==> config.mk <==
export PLATFORM = sky130hd
export DESIGN_NAME = msgmii_rxrdsched_flat
export DESIGN_NICKNAME = d
export VERILOG_FILES = /design/src/rtl/msgmii_rxrdsched_if.sv /design/src/rtl/msgmii_rxrdsched.sv /design/src/flat_wrapper.sv
export SDC_FILE = /design/constraint.sdc
export NUM_CORES = 1
export LEC_CHECK = 0
export ABC_AREA = 1
export CORE_ASPECT_RATIO = 1.4
export CORE_MARGIN = 2
export CORE_UTILIZATION = 37
export DETAILED_ROUTE_END_ITERATION = 12
export GPL_TIMING_DRIVEN = 0
export PLACE_DENSITY = 0.58
export SLEW_MARGIN = 20
export SYNTH_ARGS = -nofsm -noshare
export SYNTH_HDL_FRONTEND = slang
export SYNTH_SLANG_ARGS = --single-unit
export TNS_END_PERCENT = 30
==> constraint.sdc <==
create_clock -name clk -period 3.6 [get_ports clk]
set_input_delay 0.54 -clock clk [delete_from_list [all_inputs] [get_ports clk]]
set_output_delay 0.54 -clock clk [all_outputs]
set_load 0.03 [all_outputs]
==> src/rtl/msgmii_rxrdsched_if.sv <==
// msgmii_rxrdsched_if
//   Bundles the rx rate-adaptation read scheduler's signals.
//   master : write-side converter / front-end view (drives speed, framing and
//            write strobes, observes the read schedule)
//   slave  : the scheduler itself
//   Inputs to scheduler : speed[1:0], frame_start, wr_phase[3:0], wr_cnt[1:0], rx_active
//   Outputs             : rd_addr[3:0], rd_valid, rd_sof, rd_eof, underrun, overrun
interface msgmii_rxrdsched_if;
   logic [1:0] speed;
   logic       frame_start;
   logic [3:0] wr_phase;
   logic [1:0] wr_cnt;
   logic       rx_active;
   logic [3:0] rd_addr;
   logic       rd_valid;
   logic       rd_sof;
   logic       rd_eof;
   logic       underrun;
   logic       overrun;

   modport master (
      output speed, frame_start, wr_phase, wr_cnt, rx_active,
      input  rd_addr, rd_valid, rd_sof, rd_eof, underrun, overrun
   );

   modport slave (
      input  speed, frame_start, wr_phase, wr_cnt, rx_active,
      output rd_addr, rd_valid, rd_sof, rd_eof, underrun, overrun
   );
endinterface

==> src/rtl/msgmii_rxrdsched.sv <==
// msgmii_rxrdsched
//   Read-side scheduler for the SGMII rx rate-adaptation buffer (16 x 10-bit).
//   Tracks occupancy from write strobes, primes THRESH bytes, then issues one
//   buffer read index per line-rate tick (every clock at 1000M, every P_100M
//   or P_10M clocks otherwise), framing the bytes with sof/eof and flagging
//   underrun/overrun. All outputs are registered.
//   Ports:
//     clk   : receive clock, rising edge
//     reset : asynchronous active-high reset
//     bus   : msgmii_rxrdsched_if.slave (speed, frame_start, wr_phase, wr_cnt,
//             rx_active in; rd_addr, rd_valid, rd_sof, rd_eof, underrun,
//             overrun out)
module msgmii_rxrdsched #(
   parameter int THRESH = 4,
   parameter int P_100M = 10,
   parameter int P_10M  = 100
) (
   input  logic                clk,
   input  logic                reset,
   msgmii_rxrdsched_if.slave   bus
);

   localparam logic [1:0] ST_IDLE   = 2'd0;
   localparam logic [1:0] ST_PRIME  = 2'd1;
   localparam logic [1:0] ST_STREAM = 2'd2;
   localparam logic [1:0] ST_FLUSH  = 2'd3;

   localparam logic [6:0] TOP_100M = 7'(P_100M - 1);
   localparam logic [6:0] TOP_10M  = 7'(P_10M - 1);
   localparam logic [5:0] THRESH_W = 6'(THRESH);

   logic [1:0] state_q,    state_d;
   logic [1:0] speed_l_q,  speed_l_d;
   logic [3:0] rd_ptr_q,   rd_ptr_d;
   logic [4:0] occ_q,      occ_d;
   logic [6:0] cnt_q,      cnt_d;
   logic       sof_pend_q, sof_pend_d;
   logic [3:0] rd_addr_q,  rd_addr_d;
   logic       rd_valid_q, rd_valid_d;
   logic       rd_sof_q,   rd_sof_d;
   logic       rd_eof_q,   rd_eof_d;
   logic       underrun_q, underrun_d;
   logic       overrun_q,  overrun_d;

   logic [1:0] wr_eff;
   logic       fast;
   logic [6:0] tick_top;
   logic       tick;
   logic       rd;
   logic [5:0] occ_sum;
   logic       ovf;

   always_comb begin
      wr_eff   = (bus.wr_cnt == 2'd3) ? 2'd2 : bus.wr_cnt;
      // speed 10 and 11 both run at gigabit rate
      fast     = speed_l_q[1];
      tick_top = (speed_l_q == 2'b01) ? TOP_100M : TOP_10M;
      tick     = fast | (cnt_q == tick_top);
      rd       = tick & (state_q == ST_STREAM) & (occ_q != 5'd0);
      // occ <= 16 and rd only when occ >= 1, so this never wraps below 0
      occ_sum  = {1'b0, occ_q} + {4'd0, wr_eff} - {5'd0, rd};
      ovf      = (occ_sum > 6'd16);

      state_d    = state_q;
      speed_l_d  = speed_l_q;
      rd_ptr_d   = rd_ptr_q;
      occ_d      = occ_q;
      cnt_d      = (fast || cnt_q == tick_top) ? 7'd0 : cnt_q + 7'd1;
      sof_pend_d = sof_pend_q;
      rd_addr_d  = rd_addr_q;
      rd_valid_d = 1'b0;
      rd_sof_d   = 1'b0;
      rd_eof_d   = 1'b0;
      underrun_d = 1'b0;
      overrun_d  = 1'b0;

      case (state_q)
         ST_IDLE: begin
            // rate is only sampled between frames
            speed_l_d = bus.speed;
            occ_d     = 5'd0;
            if (bus.frame_start) begin
               rd_ptr_d = bus.wr_phase;
               occ_d    = {3'd0, wr_eff};
               state_d  = ST_PRIME;
            end
         end

         ST_PRIME: begin
            occ_d = occ_sum[4:0];
            if (ovf) begin
               occ_d     = 5'd16;
               overrun_d = 1'b1;
               state_d   = ST_FLUSH;
            end else if (occ_sum >= THRESH_W || (!bus.rx_active && occ_sum != 6'd0)) begin
               // short frames that end before THRESH still drain
               state_d    = ST_STREAM;
               sof_pend_d = 1'b1;
               cnt_d      = 7'd0;
            end else if (!bus.rx_active) begin
               state_d = ST_IDLE;
            end
         end

         ST_STREAM: begin
            if (ovf) begin
               occ_d     = 5'd16;
               overrun_d = 1'b1;
               state_d   = ST_FLUSH;
            end else begin
               occ_d = occ_sum[4:0];
               if (rd) begin
                  rd_addr_d  = rd_ptr_q;
                  rd_ptr_d   = rd_ptr_q + 4'd1;
                  rd_valid_d = 1'b1;
                  rd_sof_d   = sof_pend_q;
                  sof_pend_d = 1'b0;
                  // last buffered byte of a finished frame, nothing arriving
                  if (occ_q == 5'd1 && !bus.rx_active && wr_eff == 2'd0) begin
                     rd_eof_d = 1'b1;
                     state_d  = ST_IDLE;
                  end
               end else if (tick && occ_q == 5'd0) begin
                  if (bus.rx_active) underrun_d = 1'b1;
                  else               state_d    = ST_IDLE;
               end
            end
         end

         default: begin // ST_FLUSH: discard the rest of the corrupted frame
            occ_d = 5'd0;
            if (!bus.rx_active) state_d = ST_IDLE;
         end
      endcase
   end

   always_ff @(posedge clk or posedge reset) begin
      if (reset) begin
         state_q    <= ST_IDLE;
         speed_l_q  <= 2'b10;
         rd_ptr_q   <= 4'd0;
         occ_q      <= 5'd0;
         cnt_q      <= 7'd0;
         sof_pend_q <= 1'b0;
         rd_addr_q  <= 4'd0;
         rd_valid_q <= 1'b0;
         rd_sof_q   <= 1'b0;
         rd_eof_q   <= 1'b0;
         underrun_q <= 1'b0;
         overrun_q  <= 1'b0;
      end else begin
         state_q    <= state_d;
         speed_l_q  <= speed_l_d;
         rd_ptr_q   <= rd_ptr_d;
         occ_q      <= occ_d;
         cnt_q      <= cnt_d;
         sof_pend_q <= sof_pend_d;
         rd_addr_q  <= rd_addr_d;
         rd_valid_q <= rd_valid_d;
         rd_sof_q   <= rd_sof_d;
         rd_eof_q   <= rd_eof_d;
         underrun_q <= underrun_d;
         overrun_q  <= overrun_d;
      end
   end

   assign bus.rd_addr  = rd_addr_q;
   assign bus.rd_valid = rd_valid_q;
   assign bus.rd_sof   = rd_sof_q;
   assign bus.rd_eof   = rd_eof_q;
   assign bus.underrun = underrun_q;
   assign bus.overrun  = overrun_q;

endmodule

==> src/flat_wrapper.sv <==
// flat-port wrapper written by rule: the top's interface ports become plain ports
module msgmii_rxrdsched_flat 
#(
   parameter int THRESH = 4,
   parameter int P_100M = 10,
   parameter int P_10M  = 100
)
  (clk, reset, bus_speed, bus_frame_start, bus_wr_phase, bus_wr_cnt, bus_rx_active, bus_rd_addr, bus_rd_valid, bus_rd_sof, bus_rd_eof, bus_underrun, bus_overrun);
  msgmii_rxrdsched_if bus_i ();
  input  logic clk;
  input  logic reset;
  input wire logic [$bits(bus_i.speed)-1:0] bus_speed;
  input wire logic [$bits(bus_i.frame_start)-1:0] bus_frame_start;
  input wire logic [$bits(bus_i.wr_phase)-1:0] bus_wr_phase;
  input wire logic [$bits(bus_i.wr_cnt)-1:0] bus_wr_cnt;
  input wire logic [$bits(bus_i.rx_active)-1:0] bus_rx_active;
  output wire logic [$bits(bus_i.rd_addr)-1:0] bus_rd_addr;
  output wire logic [$bits(bus_i.rd_valid)-1:0] bus_rd_valid;
  output wire logic [$bits(bus_i.rd_sof)-1:0] bus_rd_sof;
  output wire logic [$bits(bus_i.rd_eof)-1:0] bus_rd_eof;
  output wire logic [$bits(bus_i.underrun)-1:0] bus_underrun;
  output wire logic [$bits(bus_i.overrun)-1:0] bus_overrun;
  assign bus_i.speed = bus_speed;
  assign bus_i.frame_start = bus_frame_start;
  assign bus_i.wr_phase = bus_wr_phase;
  assign bus_i.wr_cnt = bus_wr_cnt;
  assign bus_i.rx_active = bus_rx_active;
  assign bus_rd_addr = bus_i.rd_addr;
  assign bus_rd_valid = bus_i.rd_valid;
  assign bus_rd_sof = bus_i.rd_sof;
  assign bus_rd_eof = bus_i.rd_eof;
  assign bus_underrun = bus_i.underrun;
  assign bus_overrun = bus_i.overrun;
  msgmii_rxrdsched #(.THRESH(THRESH), .P_100M(P_100M), .P_10M(P_10M)) u_core (.clk(clk), .reset(reset), .bus(bus_i));
endmodule
# Word level (Yosys, flattened, before mapping)
# Index checks and enable logic that the tools add are counted.
# word_totals
latch_bits,0
n_memories,0
rom_bits,0
wordCells,98
ramBits,0
reg_bits,30
# op_classes
mul,0
n_div,0
n_reduce_logical,19
bitwise,4
n_addsub,4
eq_ne,13
n_shift,0
muxes,44
magnitude_cmp,2
# ops
cell,n
$mux 7,5
$mux 1,21
$mux 2,10
$mux 4,3
$pmux 5 s2,1
$pmux 4 s2,1
$add 7x1->7 const B,1
$eq 7x7->1,1
$add 5x2->6,1
$ge 6x3->1 const B,1
$gt 6x5->1 const B,1
$ne 2x2->1 const B,3
$pmux 2 s3,1
$reduce_and 3->1,2
$reduce_bool 6->1,1
$sub 6x1->6,1
$eq 5x1->1 const B,1
$logic_not 5->1,1
$mux 5,1
$reduce_and 5->1,1
$reduce_bool 5->1,1
$add 4x1->4 const B,1
$eq 2x1->1 const B,2
$eq 2x2->1 const B,2
other kinds (14),22

# Logic depth before layout (Yosys ltp)
# Gate-level depths: netlist of run 1.
# logic_depth
ltp_word,13
depth_mapped,25
depth_no_buf,25

# Worst setup path after synthesis of run 1
# OpenSTA, ideal clock, no wires.
# synth_path
path_type,register to register
start,register u_core.state_q[0]
end,register u_core.cnt_q[3]
stages_incl_launch_ff,22
period_less_slack_ns,3.078
arrival_time_ns,2.963
setup_ns,0.115
setup_slack_ns,0.522
t_required_ns,3.485
path_cell_list,dfrtp_1 -> inv_1 -> ha_1 -> clkbuf_1 -> nand2_1 -> inv_1 -> nand2_4 -> inv_2 -> ha_1 -> inv_1 -> ha_1 -> fa_1 -> nor2_1 -> nand3_2 -> nand2_4 -> nand2_8 -> nand2_1 -> nand2_1 -> inv_2 -> nand2_4 -> nand4_1 -> inv_1
# synth_via
elab_chain_cells,10
word_cells_on_any_way,13
cone_classes,add/sub: 1; order compare: 2; eq/ne: 2; mux: 3; bitwise: 2; reduce/logical: 3
# synth_lines
item,line_no,rtl
start: declaration,msgmii_rxrdsched.sv:32,"logic [1:0] state_q, state_d;"
start signal: assignment,msgmii_rxrdsched.sv:152,state_q <= state_d;
branches (longest 9 deep; another with $sub 6x1->6),--,
$mux 7 (*),msgmii_rxrdsched.sv:77,case (state_q)
named net u_core.cnt_d[3],msgmii_rxrdsched.sv:36,"logic [6:0] cnt_q, cnt_d;"
end signal: assignment,msgmii_rxrdsched.sv:156,cnt_q <= cnt_d;
end: declaration,msgmii_rxrdsched.sv:36,
# Mark *: on every way through the listed nets, which the timed path passes.
# A chain may end at the register's enable or synchronous reset.

# Worst setup path after layout of run 1
# layout_path
start,register u_core.state_q[0]
end,register u_core.rd_ptr_q[3]
# layout_via
elab_chain_cells,7
word_cells_on_any_way,12
cone_classes,add/sub: 1; order compare: 1; eq/ne: 4; mux: 1; bitwise: 2; reduce/logical: 3
# layout_lines
item,line_no,rtl
$eq 2x2->1,"msgmii_rxrdsched.sv:59, msgmii_rxrdsched.sv:77",
$and 1x1->1 (2 in a row),msgmii_rxrdsched.sv:59,rd = tick & (state_q == ST_STREAM) & (occ_q != 5'd0);
$sub 6x1->6,msgmii_rxrdsched.sv:61,"occ_sum = {1'b0, occ_q} + {4'd0, wr_eff} - {5'd0, rd};"
$gt 6x5->1,msgmii_rxrdsched.sv:62,ovf = (occ_sum > 6'd16);
$ne 2x2->1 (no line),--,
$reduce_and 4->1 (no line),--,
end signal: assignment,msgmii_rxrdsched.sv:154,rd_ptr_q <= rd_ptr_d;
end: declaration,msgmii_rxrdsched.sv:34,"logic [3:0] rd_ptr_q, rd_ptr_d;"
# Several ways; a longest one is shown, not always the timed one.

==> impl_metrics.tcl, run 1 <==
set metrics [dict create \
    post-route-period-util_pct 91.06 \
    post-route-min-period_ns 3.278 \
    ant_nets 0 \
    setup_tns_ns 0 \
    clock_latency_ns 0.29 \
    vdd_drop_max_mv 0.5538 \
    synthesis.nets 280 \
    slew_headroom_pct 57.90 \
    r2r_slack_ns 0.32 \
    fin_area_mm2 0.002380 \
    pin_count 21 \
    crit_type "flip-flop to flip-flop" \
    post-cts-setup-buffers 0 \
    coreArea_mm2 0.005197 \
    hpwl_um 3259 \
    clkSinkCount 30 \
    synth.cell_area_mm2 0.002008 \
    vias_per_cell 4.720 \
    holdPathStages 2 \
    leakagePower_nw 1.225 \
    hold_path_class "flip-flop to flip-flop" \
    whs_ns 0.4844 \
    die_height_um 91.17 \
    grt_antenna_before_repair 0 \
    fin_skew_ns 0.01066 \
    die_w_um 66.27 \
    grt_overflow 0 \
    fmax_mhz 305.0 \
    fp-row-count 31 \
    ctsResizeCount 0 \
    clk_pin_slew_ns 0.07 \
    grt_use_total_pct 15.68 \
    drv_cap 0 \
    yosysUniqueCellTypes 30 \
    grt_pass1_vias 1649 \
    nNetsFinal 306 \
    hold_viol 0 \
    drive_gt1_share_pct 14.29 \
    hp-start "u_core.bus.rd_addr[2]" \
    arrival_ns 3.45 \
    tightestPinTransition_ns 0.6306 \
    finalWirelength_um 4173 \
    wl_per_cell_um 12.06 \
    grt_setup_unrepaired "no" \
    h-tree-depth 2 \
    worst_setup_path_start_kind "flip-flop" \
    crit-reg2reg-launch "u_core.state_q[0]" \
    grt_start_max_net_pins 31 \
    syn-instance-count 253 \
    drv_slew 0 \
    p_per_area_mw_per_mm2 1052 \
    dr_total_vias 1633 \
    ys_seq_area_share_pct 37.45 \
    cp-startpoint "u_core.state_q[0]" \
    status "complete, no violations" \
    rr_endpoint "u_core.rd_ptr_q[3]" \
    synth_area_per_cell_um2 7.937 \
    r2r_cells 18 \
    diodes 0 \
    cp_max_fo 9 \
    root_buffer "clkbuf_8" \
    end_kind "flip-flop" \
    setup_viol 0 \
    cts_made_buffers 5 \
    cts_tree "yes" \
    die_area_mm2 0.006041 \
    seq_area_um2 752.0 \
    dr.pass1.iters 4 \
    portBuffers 20 \
    holdPathEnd "u_core.bus.rd_addr[2]" \
    nFillCells 550 \
    initial_core_util_pct 38.64 \
    syn_to_final_growth_pct 18.50 \
    dpl_cell_area_mm2 0.002291 \
    cts.path.max_buffers 2 \
    hold_buffers 0 \
    grt_pass1_wl_um 7286 \
    drc 0 \
    drt_iter0_markers 44 \
    yosys_warnings 0 \
    ys_ff_latch 30 \
    multi_input_area_mm2 0.001097 \
    place_congestion 0.8456 \
    required_ns 3.77 \
]
==> cell type report <==
| type | instances | share of cell area [%] |
|---|---|---|
| multi-input combinational | 178 | 46.11 |
| sequential | 30 | 31.60 |
| timing repair buffer | 20 | 8.412 |
| inverter | 44 | 6.940 |
| tap | 66 | 3.470 |
| clock buffer | 6 | 3.049 |
| clock inverter | 2 | 0.4206 |
==> layout by cell type, fill, tap and decap left out, drive strengths merged <==
| master | instances |
|---|---|
| o21ai | 11 |
| nor3b | 2 |
| inv | 44 |
| xor2 | 2 |
| a21oi | 14 |
| mux2i | 1 |
| dfrtp | 29 |
| a22oi | 1 |
| nor4 | 3 |
| nand3 | 28 |
| nand2 | 67 |
| nand4 | 6 |
| dfstp | 1 |
| nor2 | 26 |
| clkinv | 2 |
| ha | 14 |
| xnor2 | 1 |
| clkdlybuf4s50 | 20 |
| or2 | 1 |
| fa | 1 |
| clkbuf | 6 |
==> state kept, by name, summed over array words and instances, names as in the netlist <==
name                 flops
u_core.occ_q             5
u_core.bus.rd_sof        1
u_core.rd_ptr_q          4
u_core.bus.rd_eof        1
u_core.cnt_q             7
u_core.speed_l_q         2
u_core.state_q           2
u_core.bus.overrun       1
u_core.sof_pend_q        1
u_core.bus.rd_valid      1
u_core.bus.underrun      1
u_core.bus.rd_addr       4
==> worst max-delay path by stage <==
| stage | to | cells past startpoint |
|---|---|---|
| floorplan | u_core.cnt_q[3] | 21 |
| global placement | u_core.cnt_q[6] | 20 |
| detailed placement | u_core.rd_ptr_q[3] | 19 |
| CTS | u_core.rd_ptr_q[3] | 19 |
| global route | u_core.sof_pend_q | 23 |
| finish | u_core.rd_ptr_q[3] | 18 |
==> power breakdown <==
part	internal (mW)	switching (mW)
clock	0.134	0.129
sequential	0.458	0.0806
combinational	0.588	1.12
total	1.18	1.33
==> through the flow <==
stage | setup slack [ns] | util (%) | instances | total power, mW
2_1_floorplan | 0.5219 | - | 253 | 1.889
4_1_cts | 0.08285 | 45.67 | 347 | 2.511
3_5_place_dp | 0.1088 | 44.08 | 339 | 2.245
3_3_place_gp | 0.1443 | 44.08 | 339 | 2.222
6_report | 0.3218 | 45.79 | 346 | 2.505
5_1_grt | 0.03491 | 45.79 | 346 | 2.759
==> layer usage <==
layer	part of all wire [%]	GRT usage [%]	vias to the layer above
li1	-	-	857
met5	0	0	-
met4	2.2	5.952	0
met3	2.7	4.337	10
met2	52	27.50	25
met1	43	17.52	741
==> worst max-delay path, cell delays in order, from the launching register on <==
cell     delay, ns
dfrtp_1       0.44
inv_1         0.11
ha_2          0.29
nand2_1       0.08
inv_1         0.09
nand2_4       0.08
inv_2         0.14
ha_1          0.24
inv_1         0.06
ha_1          0.19
fa_1          0.45
nor2_1        0.24
nand3_2       0.13
nand2_4       0.12
nand2_8       0.08
nor2_8        0.14
o21ai_4       0.11
nor2_2        0.11
a21oi_2       0.04
==> cell usage after synthesis, drive strengths merged <==
cell    count  area [µm²]
ha         14       175.2
or2         1       6.260
dfstp       1       26.28
nor2       26       116.4
nor4        3       18.77
nand4       6       37.54
fa          1       20.02
o21ai      11       66.32
dfrtp      29       725.7
xnor2       1       8.760
a22oi       1       7.510
a21oi      14       81.33
mux2i       1       10.01
nand3      28       172.7
xor2        2       17.52
inv        44       165.2
nand2      67       334.1
clkbuf      1       3.750
nor3b       2       15.01
==> logic make-up (layout without fill, tap and decap cells) <==
logic type	count (synthesis)	after routing	share of synthesized area, %
simple gates	133	133	34.89
xor+xnor	3	3	1.309
buf+inv	45	72	8.411
mux	1	1	0.4985
flops	30	30	37.45
compound gates	26	26	7.726
fa+ha+maj	15	15	9.720
(Power assumes the default switching activity.)
==> run 2, diff against run 1 <==
TNS_END_PERCENT = not set   (was 30)
==> results of run 2 <==
Final layout, timing and power as in run 1 (identical DEF).
==> run 3, diff against run 2 <==
SLEW_MARGIN = not set   (was 20)
==> impl_metrics.tcl, run 3 (synthesized netlist as in run 1, its figures left out) <==
set metrics [dict create \
    grt_start_max_net_pins 31 \
    hp-start "u_core.bus.rd_addr[2]" \
    grt_pass1_wl_um 7286 \
    p_switching_mw 1.325 \
    setup_viol 0 \
    clkSinkCount 30 \
    drive_gt1_share_pct 13.93 \
    fin_skew_ns 0.01066 \
    hold_buffers 0 \
    worst_setup_path_start_kind "flip-flop" \
    hold_viol 0 \
    grt_use_total_pct 15.68 \
    nFillCells 550 \
    portBuffers 20 \
    drv_cap 0 \
    arrival_ns 3.45 \
    diodes 0 \
    die_w_um 66.27 \
    whs_ns 0.4844 \
    final_common_cell "nand2_1" \
    rr_endpoint "u_core.rd_ptr_q[3]" \
    end_kind "flip-flop" \
    r2r_cells 18 \
    clock_latency_ns 0.29 \
    drv_slew 0 \
    h-tree-depth 2 \
    wl_met2_um 2176 \
    status "complete, no violations" \
    worstSetupEndpoint "u_core.rd_ptr_q[3]" \
    slew_headroom_pct 23.74 \
    finalWirelength_um 4173 \
    crit_top_cell "inv_1" \
    syn_to_final_growth_pct 18.50 \
    grt_pass1_vias 1649 \
    p_int_mw 1.179 \
    ant_nets 0 \
    place_congestion 0.8456 \
    initial_core_util_pct 38.64 \
    top_layer "met4" \
    die_height_um 91.17 \
    grt_overflow 0 \
    dr.pass1.iters 4 \
    required_ns 3.77 \
    p_sw_share_pct 52.92 \
    wl_met1_um 1788 \
    post-route-period-util_pct 91.06 \
    fp-row-count 31 \
    r2r_slack_ns 0.32 \
    crit_chain "inv_1 > ha_2 > nand2_1 > inv_1 > nand2_4 > inv_2 > ha_1 > inv_1 > ha_1 > fa_1 > nor2_1 > nand3_2 > nand2_4 > nand2_8 > nor2_8 > o21ai_4 > nor2_2 > a21oi_2" \
    largest-register "u_core.cnt_q" \
    cts.path.max_buffers 2 \
    slowest_stage "fa_1" \
    crit_type "flip-flop to flip-flop" \
    grt_setup_unrepaired "no" \
    cts_tree "yes" \
    grt_antenna_before_repair 0 \
    final_cell_mix "nand2_1, inv_1, dfrtp_1" \
    cp_max_fo 9 \
    hold_path_class "flip-flop to flip-flop" \
    vias_per_cell 4.720 \
    setup_tns_ns 0 \
    largest_reg_flops 7 \
    fmax_mhz 305.0 \
    root_buffer "clkbuf_8" \
    post-route-min-period_ns 3.278 \
    clkPwrFrac_pct 10.5 \
    seqPwrFrac_pct 21.5 \
    pin_count 21 \
    crit-reg2reg-launch "u_core.state_q[0]" \
    wl_per_cell_um 12.06 \
    met3_length_um 114 \
    reg_top3 "u_core.cnt_q (7), u_core.occ_q (5)" \
    final_util_pct 45.79 \
    p_per_area_mw_per_mm2 1052 \
    die_area_mm2 0.006041 \
    drc 0 \
    vdd_drop_max_mv 0.5538 \
    drt_iter0_markers 44 \
    tightestPinTransition_ns 1.143 \
    hpwl_um 3259 \
    cts_made_buffers 5 \
    coreArea_mm2 0.005197 \
    clk_pin_slew_ns 0.07 \
    leakagePower_nw 1.226 \
    critical_path.max_stage_delay_ns 0.45 \
    nNetsFinal 306 \
    post-cts-setup-buffers 0 \
    dr_total_vias 1633 \
    power_frac_comb_pct 68.0 \
    cp-startpoint "u_core.state_q[0]" \
]
[run 3: cell counts in the layout (fill, tap and decap cells not counted)]
No cell type changed its count.
[run 3: how the worst min path moves through the flow]
| stage | end | slack (ns) | cells past startpoint |
|---|---|---|---|
| detailed placement | u_core.bus.rd_addr[0] | 0.47 | 2 |
| finish | u_core.bus.rd_addr[2] | 0.48 | 2 |
| floorplan | u_core.cnt_q[0] | 0.44 | 1 |
| global placement | u_core.bus.rd_addr[1] | 0.46 | 2 |
| global route | u_core.bus.rd_addr[0] | 0.51 | 2 |
| CTS | u_core.bus.rd_addr[0] | 0.48 | 2 |
[run 3: routing by layer]
metal | global-route usage [%] | vias to the layer above
met5 | 0 | -
li1 | - | 857
met2 | 27.50 | 25
met4 | 5.952 | 0
met1 | 17.52 | 741
met3 | 4.337 | 10
[run 3: cell type report]
class | instances | area [µm²] | area share, %
sequential | 30 | 752.0 | 31.60
inverter | 44 | 165.2 | 6.940
multi-input combinational | 178 | 1097 | 46.11
clock buffer | 6 | 72.57 | 3.049
timing repair buffer | 20 | 200.2 | 8.412
clock inverter | 2 | 10.01 | 0.4206
tap | 66 | 82.58 | 3.470
[run 3: power by group through the flow]
stage | registers, mW | clock network, mW | logic (mW)
global route | 0.554 | 0.285 | 1.92
floorplan | 0.579 | 0 | 1.31
CTS | 0.538 | 0.269 | 1.70
detailed placement | 0.544 | 0 | 1.70
global placement | 0.540 | 0 | 1.68
finish | 0.538 | 0.263 | 1.70
[run 3: per-stage QoR]
step	setup slack [ns]	instances	instance area (µm²)	total power, mW
after floorplan	0.5219	253	2008	1.889
after global placement	0.1443	339	2291	2.222
after detailed placement	0.1088	339	2291	2.245
after CTS	0.08285	347	2374	2.511
after global routing	0.03491	346	2380	2.759
final	0.3218	346	2380	2.505
[run 3: what timing repair did]
| action | CTS | global route |
|---|---|---|
| setup endpoints to repair | 0 | 17 |
| hold endpoints to repair | 0 | 0 |
| resized for setup | 0 | 2 |
[run 3: worst max-delay path: cells and delay by family (launching register included)]
family / cells / cell delay [ns]
flip-flops: 1 / 0.44
AND/OR/NAND/NOR: 8 / 0.98
AO/OA/AOI/OAI: 2 / 0.15
adder cells (fa/ha/maj): 4 / 1.17
buffers and inverters: 4 / 0.40
